File: src/rtl/sram_mem_responder.sv
// Purpose : responder for pipeline data-memory word requests; each 32-bit word
//           is moved as two sequential 16-bit accesses (low half, then high
//           half) to an external SRAM.
// Latency : a request seen in IDLE (cycle 0) completes with ready high in
//           cycle 2*WAIT_CYCLES+1. With the default WAIT_CYCLES this is cycle 5.
// Backpressure: ready is low while an access is in flight. The pipeline holds
//           mem_r_en/mem_w_en until ready. The operation is latched at IDLE exit.
//
// Ports:
//   clk, rst               clock, synchronous active-high reset
//   mem_r_en, mem_w_en     level read/write request (write wins if both set)
//   addr, write_data       byte address (word aligned) and store value
//   read_data              registered read word, valid from the DONE cycle
//   ready                  no access in progress, or access completes now
//   sram_addr              registered SRAM halfword address
//   sram_dq_out/oe         registered write halfword and its drive enable
//   sram_we_n              active-low SRAM write enable
//   sram_dq_in             SRAM read data, valid while the address is held
module sram_mem_responder #(
  parameter int BIT_NUMBER  = 32,
  parameter int BASE_ADDR   = 1024,
  parameter int WAIT_CYCLES = 2,
  parameter int SRAM_ADDR_W = 18
) (
  input  logic                   clk,
  input  logic                   rst,
  input  logic                   mem_r_en,
  input  logic                   mem_w_en,
  input  logic [BIT_NUMBER-1:0]  addr,
  input  logic [BIT_NUMBER-1:0]  write_data,
  output logic [BIT_NUMBER-1:0]  read_data,
  output logic                   ready,
  output logic [SRAM_ADDR_W-1:0] sram_addr,
  output logic [15:0]            sram_dq_out,
  output logic                   sram_dq_oe,
  output logic                   sram_we_n,
  input  logic [15:0]            sram_dq_in
);

  localparam int CNT_W = (WAIT_CYCLES > 1) ? $clog2(WAIT_CYCLES) : 1;
  localparam logic [CNT_W-1:0] CNT_LAST = CNT_W'(WAIT_CYCLES - 1);

  typedef enum logic [1:0] {
    IDLE = 2'd0,
    LOW  = 2'd1,
    HIGH = 2'd2,
    DONE = 2'd3
  } state_t;

  state_t                  state;
  state_t                  state_nxt;
  logic [CNT_W-1:0]        cnt;
  logic                    is_wr_q;
  logic [BIT_NUMBER-17:0]  wdata_hi_q;
  logic                    req;
  logic                    last;
  logic [SRAM_ADDR_W-2:0]  word_idx;

  assign req = mem_r_en | mem_w_en;

  // Word index relative to BASE_ADDR. Addresses below the base wrap modulo the
  // SRAM size through the truncating cast. The byte offset bits fall out in
  // the shift.
  assign word_idx = (SRAM_ADDR_W-1)'((addr - BIT_NUMBER'(BASE_ADDR)) >> 2);

  // State register
  always_ff @(posedge clk) begin
    if (rst) state <= IDLE;
    else     state <= state_nxt;
  end

  // Next-state logic
  always_comb begin
    state_nxt = state;
    case (state)
      IDLE: if (req)  state_nxt = LOW;
      LOW:  if (last) state_nxt = HIGH;
      HIGH: if (last) state_nxt = DONE;
      DONE:           state_nxt = IDLE;
      default:        state_nxt = IDLE;
    endcase
  end

  // Output logic
  always_comb begin
    last  = (cnt == CNT_LAST);
    ready = ((state == IDLE) && !req) || (state == DONE);
  end

  // Datapath registers. The SRAM strobes are registered, so each one is
  // loaded on the edge that enters the state in which it must be seen.
  always_ff @(posedge clk) begin
    if (rst) begin
      cnt         <= '0;
      is_wr_q     <= 1'b0;
      wdata_hi_q  <= '0;
      read_data   <= '0;
      sram_addr   <= '0;
      sram_dq_out <= '0;
      sram_dq_oe  <= 1'b0;
      sram_we_n   <= 1'b1;
    end else begin
      case (state)
        IDLE: begin
          if (req) begin
            is_wr_q    <= mem_w_en;
            wdata_hi_q <= write_data[BIT_NUMBER-1:16];
            sram_addr  <= {word_idx, 1'b0};
            cnt        <= '0;
            if (mem_w_en) begin
              sram_dq_out <= write_data[15:0];
              sram_dq_oe  <= 1'b1;
              sram_we_n   <= 1'b0;
            end else begin
              sram_dq_oe  <= 1'b0;
              sram_we_n   <= 1'b1;
            end
          end
        end
        LOW: begin
          if (last) begin
            if (!is_wr_q) read_data[15:0] <= sram_dq_in;
            // High half lives at the odd halfword of the same word.
            sram_addr <= {sram_addr[SRAM_ADDR_W-1:1], 1'b1};
            cnt       <= '0;
            if (is_wr_q) sram_dq_out <= wdata_hi_q[15:0];
          end else begin
            cnt <= cnt + 1'b1;
          end
        end
        HIGH: begin
          if (last) begin
            if (!is_wr_q) read_data[BIT_NUMBER-1:16] <= (BIT_NUMBER-16)'(sram_dq_in);
            sram_we_n  <= 1'b1;
            sram_dq_oe <= 1'b0;
            cnt        <= '0;
          end else begin
            cnt <= cnt + 1'b1;
          end
        end
        default: ;
      endcase
    end
  end

endmodule

File: config.mk
export PLATFORM = sky130hd
export DESIGN_NAME = sram_mem_responder
export DESIGN_NICKNAME = d
export VERILOG_FILES = /design/src/rtl/sram_mem_responder.sv
export SDC_FILE = /design/constraint.sdc
export NUM_CORES = 1
export LEC_CHECK = 0
export ABC_AREA = 1
export BUFFER_PORTS_ARGS = -buffer_cell sky130_fd_sc_hd__buf_2
export CORE_UTILIZATION = 45
export CTS_BUF_LIST = sky130_fd_sc_hd__clkbuf_2
export CTS_CLUSTER_DIAMETER = 50
export DETAILED_ROUTE_END_ITERATION = 7
export PLACE_DENSITY = 0.87
export REMOVE_ABC_BUFFERS = 1
export SLEW_MARGIN = 15
export SYNTH_ARGS = -nofsm -noshare
export SYNTH_HDL_FRONTEND = slang
export SYNTH_SLANG_ARGS = --single-unit
export TNS_END_PERCENT = 50
File: constraint.sdc
create_clock -name clk -period 1.5 [get_ports clk]
set_input_delay 0.375 -clock clk [delete_from_list [all_inputs] [get_ports clk]]
set_output_delay 0.375 -clock clk [all_outputs]
set_load 0.005 [all_outputs]
==> results.yml, run 1 <==
power:
  switching_share_pct: 40.2
  intPower_mw: 5.43
  switchingPower_mw: 3.65
  power.density_cell_area_nw_per_um2: 1790
  seqPwrFrac_pct: 37.7
  power_mw: 9.09
  peakVddDrop_v: 0.000787
  pwr-share-comb_pct: 48.4
  power_frac_clock_pct: 13.9
  static_leakage_power_nw: 2.63
grt:
  grt_pass1_vias: 3710
  globalRouteOverflowTotal: 0
  wire_length_of_the_first_global_routing_pass_um: 15800
  grt_antenna_before_repair: 0
  grt_start_max_net_pins: 54
  gr-usage-all-layers_pct: 22.4
timing:
  setup_tns_ns: -8.62
  final.setup_skew_ns: 0.0300
  finalSetupViolations: 47
  finalHoldViolations: 0
  slew_headroom_pct: 70.5
  rsz0062_at_grt: "yes"
  period_needed_ns: 1.93
  timing.final.max_slew_violations: 0
  fmax_mhz: 517
  timing.final.ws_setup_ns: -0.434
  transition_at_the_pin_with_the_smallest_max_transition_slack_ns: 0.443
  post-route-period-util_pct: 129
synthesis:
  ys.warnings.count: 0
  syn_inst: 550
  yosys_register_bits: 88
  synth_top_family_by_area: "simple AND/OR/NAND/NOR gates"
  ys_seq_area_share_pct: 46.0
  syn-mean-instance-area_um2: 6.96
  leading_area_contributor_after_synthesis: "sky130_fd_sc_hd__dfxtp_1"
  synth_top_cells_by_area: "sky130_fd_sc_hd__dfxtp_1 46%, sky130_fd_sc_hd__nor2_1 13%, sky130_fd_sc_hd__inv_1 8.0%"
  synthXorXnorAreaFrac_pct: 0.458
  netlist-cell-type-count: 25
  post_synth_fa_ha_maj_area_fraction_pct: 1.96
  synth_area_um2: 3830
  synth-compound-area-share_pct: 15.3
  yosysTopAreaCellShare_pct: 46.0
  synth_simple_gate_area_share_pct: 24.2
  yosys-mux-area-fraction_pct: 0
route:
  drt_first_iter_violations: 154
  viasPerCell: 4.81
  remaining_drc_errors: 0
  vias: 3906
  post_drt_wl_per_cell_um: 12.0
  firstDrtPassIters: 4
  final_antenna_net_count: 0
  postRouteWirelength_um: 9770
die:
  die_width_um: 94.2
  initial_core_utilization_pct: 46.6
  row_count: 33
  core_area_um2: 8220
  die-height_um: 94.2
  die_area_um2: 8880
  pin_count: 153
final_layout:
  finalCoreUtilization_pct: 61.9
  filler_cell_count: 742
  share_of_layout_cells_above_drive_strength_1_pct: 31.5
  n_antenna_cell: 0
  design.final.nets: 792
  areaGrowthSynthToFinish_pct: 32.8
critical_path:
  worstPathRequired_ns: 1.12
  cp_top_family: "flip-flops"
  timing_worst_setup_path_type: "reg -> out"
  critPathMaxStageDelay_ns: 0.40
  ff2ff_setup_slack_ns: -0.35
  start_kind: "flop"
  critical_path.max_fanout: 2
  setup.worst_path.end_class: "output pin"
  timing.critical_path.cells: "inv_2 -> ha_4 -> nand2_4 -> nor2_2 -> or2_4 -> buf_6"
  critical_path_buf_inv_count: 2
  arr_time_crit_path_ns: 1.56
  worst_path_slowest_cell: "sky130_fd_sc_hd__dfxtp_2"
cts:
  clock_latency_on_the_worst_skew_pair_ns: 0.53
  cts_root_buffer: "sky130_fd_sc_hd__clkbuf_2"
  numCtsBuffers: 9
  clkTransAtPathRegs_ns: 0.26
  cts_sinks: 88
  ctsHtreeMaxLevel: 3
  clk_path_buf_depth: 2
  cts_tree: "built"
outcome:
  violations: "negative setup slack"
  outcome: "finished with violations"
worst_hold_path:
  hold_class: "in -> reg"
place:
  dp_hpwl_um: 6640
  post_placement_setup_slack_ns: -0.138
  port_buffers: 137
  finalWeightedCongestion: 0.886
run:
  drv_cap: 0
==> sequential cells by signal (all words and copies together) (netlist names) <==
signal	flops
read_data	32
sram_addr	18
sram_dq_out	16
wdata_hi_q	16
state	2
cnt	1
is_wr_q	1
sram_dq_oe	1
sram_we_n	1
==> worst register-to-register path: stages, from the launching register on <==
cell and delay (ns):
sky130_fd_sc_hd__dfxtp_2 0.39, sky130_fd_sc_hd__inv_2 0.07, sky130_fd_sc_hd__buf_4 0.10, sky130_fd_sc_hd__buf_4 0.10
sky130_fd_sc_hd__ha_2 0.28, sky130_fd_sc_hd__inv_1 0.11, sky130_fd_sc_hd__nor2_2 0.20, sky130_fd_sc_hd__inv_2 0.08
sky130_fd_sc_hd__buf_4 0.20, sky130_fd_sc_hd__nand4_1 0.11, sky130_fd_sc_hd__nand2_1 0.06, sky130_fd_sc_hd__nor2_1 0.09
==> per-stage QoR <==
| stage | cells | hold WS (ns) | cell area [um^2] |
|---|---|---|---|
| 4_1_cts | 809 | 0.0170 | 5020 |
| 2_1_floorplan | 521 | 0.442 | 3680 |
| 6_report | 812 | 0.0631 | 5080 |
| 3_3_place_gp | 786 | 0.428 | 4750 |
| 5_1_grt | 812 | 0.00822 | 5080 |
| 3_5_place_dp | 786 | 0.431 | 4750 |
==> cell families (layout without fill, tap and decap cells) <==
group | Yosys count | in the layout
AND/OR/NAND/NOR | 225 | 225
AO/OA/AOI/OAI | 115 | 115
buffers and inverters | 114 | 271
flip-flops | 88 | 88
adder cells (fa/ha/maj) | 6 | 6
XOR/XNOR | 2 | 2
==> per-layer routing <==
metal / part of all wire (%) / track usage, %
met5: 0 / 0
met4: 1.5 / 10.6
met3: 7.4 / 5.26
met1: 43 / 25.5
met2: 48 / 39.2
==> synthesized netlist by cell type <==
cell / count
sky130_fd_sc_hd__nor2_2: 1
sky130_fd_sc_hd__xor2_1: 1
sky130_fd_sc_hd__nor2_4: 1
sky130_fd_sc_hd__nor2_1: 133
sky130_fd_sc_hd__buf_1: 1
sky130_fd_sc_hd__inv_2: 3
sky130_fd_sc_hd__o21ai_0: 44
sky130_fd_sc_hd__a21oi_2: 1
sky130_fd_sc_hd__a21oi_1: 46
sky130_fd_sc_hd__xnor2_1: 1
sky130_fd_sc_hd__o21ai_2: 1
sky130_fd_sc_hd__buf_4: 2
sky130_fd_sc_hd__nand3_1: 8
sky130_fd_sc_hd__dfxtp_1: 88
sky130_fd_sc_hd__or2_2: 1
sky130_fd_sc_hd__nand4_1: 17
sky130_fd_sc_hd__buf_6: 2
sky130_fd_sc_hd__inv_1: 82
sky130_fd_sc_hd__ha_1: 6
sky130_fd_sc_hd__nand3b_4: 1
sky130_fd_sc_hd__o21ai_1: 22
sky130_fd_sc_hd__o21bai_1: 1
sky130_fd_sc_hd__nand2_1: 63
sky130_fd_sc_hd__clkbuf_1: 14
sky130_fd_sc_hd__buf_2: 10
==> worst paths after layout <==
| kind | startpoint | end | depth (start not counted) |
|---|---|---|---|
| min | addr[2] | sram_addr[1] | 3 |
| min reg2reg | read_data[17] | read_data[17] | 2 |
| max | state[0] | ready | 6 |
| max reg2reg | state[1] | sram_dq_out[15] | 11 |
==> power by group through the flow <==
stage	Clock [mW]	Sequential [mW]	Combinational [mW]
detailed placement	0	3.44	4.02
floorplan	0	3.47	2.18
global placement	0	3.39	3.87
finish	1.26	3.42	4.40
global route	1.41	3.51	4.92
CTS	1.29	3.39	4.26
==> what timing repair did <==
action	CTS	global route
setup endpoints to repair	70	93
cloned	1	1
setup buffers	4	3
gates resized for setup	19	21
endpoints found under the hold margin	3	0
pin swaps	1	2
hold buffers	2	0
==> cell type report <==
| class | count | area (um^2) | area share [%] |
|---|---|---|---|
| well taps | 105 | 131 | 2.58 |
| multi-input cells | 348 | 1680 | 33.1 |
| clock buffers | 9 | 45.0 | 0.886 |
| inverters | 85 | 319 | 6.28 |
| repair buffers | 170 | 1050 | 20.6 |
| flip-flops and latches | 88 | 1780 | 35.0 |
| clock inverters | 7 | 78.8 | 1.55 |
==> cells in the final DEF, fill, tap and decap left out, types with 3 or more instances in the layout <==
cell	n
sky130_fd_sc_hd__buf_2	137
sky130_fd_sc_hd__nor2_1	130
sky130_fd_sc_hd__inv_1	78
sky130_fd_sc_hd__dfxtp_1	73
sky130_fd_sc_hd__nand2_1	62
sky130_fd_sc_hd__a21oi_1	45
sky130_fd_sc_hd__o21ai_0	42
sky130_fd_sc_hd__o21ai_1	24
sky130_fd_sc_hd__buf_4	22
sky130_fd_sc_hd__nand4_1	17
sky130_fd_sc_hd__dfxtp_2	15
sky130_fd_sc_hd__clkbuf_2	9
sky130_fd_sc_hd__inv_2	7
sky130_fd_sc_hd__nand3_1	6
sky130_fd_sc_hd__buf_12	6
sky130_fd_sc_hd__nor2_4	3
(Power assumes the default switching activity.)
==> run 2, diff against run 1 <==
--- a/config.mk
+++ b/config.mk
@@ -7,6 +7,7 @@
 export LEC_CHECK = 0
 export ABC_AREA = 1
 export BUFFER_PORTS_ARGS = -buffer_cell sky130_fd_sc_hd__buf_2
+export CORE_MARGIN = 4
 export CORE_UTILIZATION = 45
 export CTS_BUF_LIST = sky130_fd_sc_hd__clkbuf_2
 export CTS_CLUSTER_DIAMETER = 50
==> results.yml, run 2 (synthesis gave the netlist of run 1 again) <==
place:
  port_buffers: 137
  finalWeightedCongestion: 0.799
  dp_hpwl_um: 7130
critical_path:
  critPathMaxStageDelay_ns: 0.41
  worst-r2r-cell-count: 8
  timing.critical_path.cells: "inv_2 -> ha_4 -> nand2_4 -> nor2_4 -> or2_4 -> buf_6"
  arr_time_crit_path_ns: 1.60
  timing_worst_setup_path_type: "reg -> out"
  worst_path_slowest_cell: "sky130_fd_sc_hd__dfxtp_2"
  worstPathRequired_ns: 1.12
  start_kind: "flop"
  cp.depth: 6
  critical_path.max_fanout: 3
  critical_path_buf_inv_count: 2
  setup.worst_path.end_class: "output pin"
  cp_top_family: "flip-flops"
final_layout:
  n_antenna_cell: 0
  largest_reg_flops: 32
  final_common_cell: "sky130_fd_sc_hd__buf_2"
  design.final.nets: 795
  layout_common_cells: "131 x sky130_fd_sc_hd__buf_2, 127 x sky130_fd_sc_hd__nor2_1, 79 x sky130_fd_sc_hd__inv_1"
  largest_registers: "read_data x32, sram_addr x18"
  registers.top_by_ff_count: "read_data"
  areaGrowthSynthToFinish_pct: 37.9
  filler_cell_count: 722
  share_of_layout_cells_above_drive_strength_1_pct: 35.5
route:
  firstDrtPassIters: 4
  post_drt_wl_per_cell_um: 13.2
  drt_first_iter_violations: 143
  viasPerCell: 4.90
  postRouteWirelength_um: 10700
  vias: 3990
  final_antenna_net_count: 0
  remaining_drc_errors: 0
die:
  die_width_um: 100
  initial_core_utilization_pct: 46.4
  core_area_um2: 8260
  die_area_um2: 10000
  pin_count: 153
  die-height_um: 100
  row_count: 33
grt:
  met3_usage_pct: 5.00
  grt_use_met2_pct: 35.0
  grt-busiest-layer: "met2"
  gr-usage-all-layers_pct: 20.0
  wire_length_of_the_first_global_routing_pass_um: 16400
  globalRouteOverflowTotal: 0
  use_met1_pct: 23.4
  grt_pass1_vias: 3726
  grt_start_max_net_pins: 45
  grt_antenna_before_repair: 1
power:
  peakVddDrop_v: 0.000756
  power.density_cell_area_nw_per_um2: 1810
  static_leakage_power_nw: 2.70
  power_mw: 9.54
outcome:
  outcome: "finished with violations"
  violations: "negative setup slack"
timing:
  rsz0062_at_grt: "yes"
  period_needed_ns: 1.97
  fmax_mhz: 506
  final.setup_skew_ns: 0.0361
  finalHoldViolations: 0
  timing.final.ws_setup_ns: -0.474
  finalSetupViolations: 33
  slew_headroom_pct: 75.1
  transition_at_the_pin_with_the_smallest_max_transition_slack_ns: 0.374
  post-route-period-util_pct: 132
  timing.final.max_slew_violations: 0
  final.hold.worst_slack_ns: 0.0615
cts:
  numCtsBuffers: 9
  cts_sinks: 88
  clk_path_buf_depth: 2
  clock_latency_on_the_worst_skew_pair_ns: 0.53
  ctsHtreeMaxLevel: 3
  clkTransAtPathRegs_ns: 0.25
  cts_root_buffer: "sky130_fd_sc_hd__clkbuf_2"
  cts_tree: "built"
worst_hold_path:
  hold_class: "in -> reg"
  worstHoldPathCells: 3
run:
  drv_cap: 0
run 2: cell types whose count changed in the layout (fill, tap and decap cells not counted), sizes merged:
cell	change
clkbuf	+2
clkinvlp	-2
dlygate4sd3	+1
inv	+2
run 2: power breakdown:
group          internal, mW  total [mW]  switching [mW]
clock                 0.406        1.26           0.849
sequential             3.10        3.47           0.374
combinational          2.21        4.81            2.60
run 2: final timing paths:
kind	slack [ns]	to	from
max	-0.47	ready	state[0]
min	0.06	sram_addr[1]	addr[2]
max reg2reg	-0.10	sram_addr[6]	state[0]
min reg2reg	0.46	read_data[16]	read_data[16]
run 2: area by class of cell:
type	count	area [um^2]	area share (%)
flip-flops and latches	88	1810	34.2
multi-input cells	348	1730	32.7
repair buffers	173	1170	22.1
inverters	85	327	6.18
well taps	105	131	2.49
clock inverters	7	75.1	1.42
clock buffers	9	45.0	0.853
run 2: routing by layer:
| layer | vias to the layer above | part of all wire (%) | wire, um |
|---|---|---|---|
| li1 | 2022 | - | - |
| met1 | 1779 | 41 | 4370 |
| met2 | 170 | 50 | 5350 |
| met3 | 17 | 7.8 | 839 |
| met4 | 2 | 1.5 | 163 |
| met5 | - | 0.18 | 19 |
run 2: timing repair:
action,CTS,global route
resized for setup,23,72
pin swaps,3,0
endpoints found under the hold margin,1,2
cloned,1,2
hold buffers,1,2
setup endpoints to repair,58,106
buffers inserted,3,7
run 2: through the flow:
step	setup TNS [ns]	instances	setup WS (ns)	util [%]	area (um^2)
after global placement	-1.20	784	-0.0794	57.6	4760
after CTS	-0.922	805	-0.507	60.9	5030
after global routing	-6.08	815	-0.592	63.9	5280
after detailed placement	-3.61	784	-0.201	57.6	4760
after floorplan	-38.95	521	-0.985	-	3680
final	-1.60	815	-0.474	63.9	5280
run 2: worst reg2reg max path: cells and delay by family (launching register included):
kind | cells | cell delay, ns
AOI/OAI and AO/OA | 2 | 0.31
adders and majority gates | 1 | 0.16
buffers and inverters | 3 | 0.51
DFF | 1 | 0.41
and+or+nand+nor | 2 | 0.15
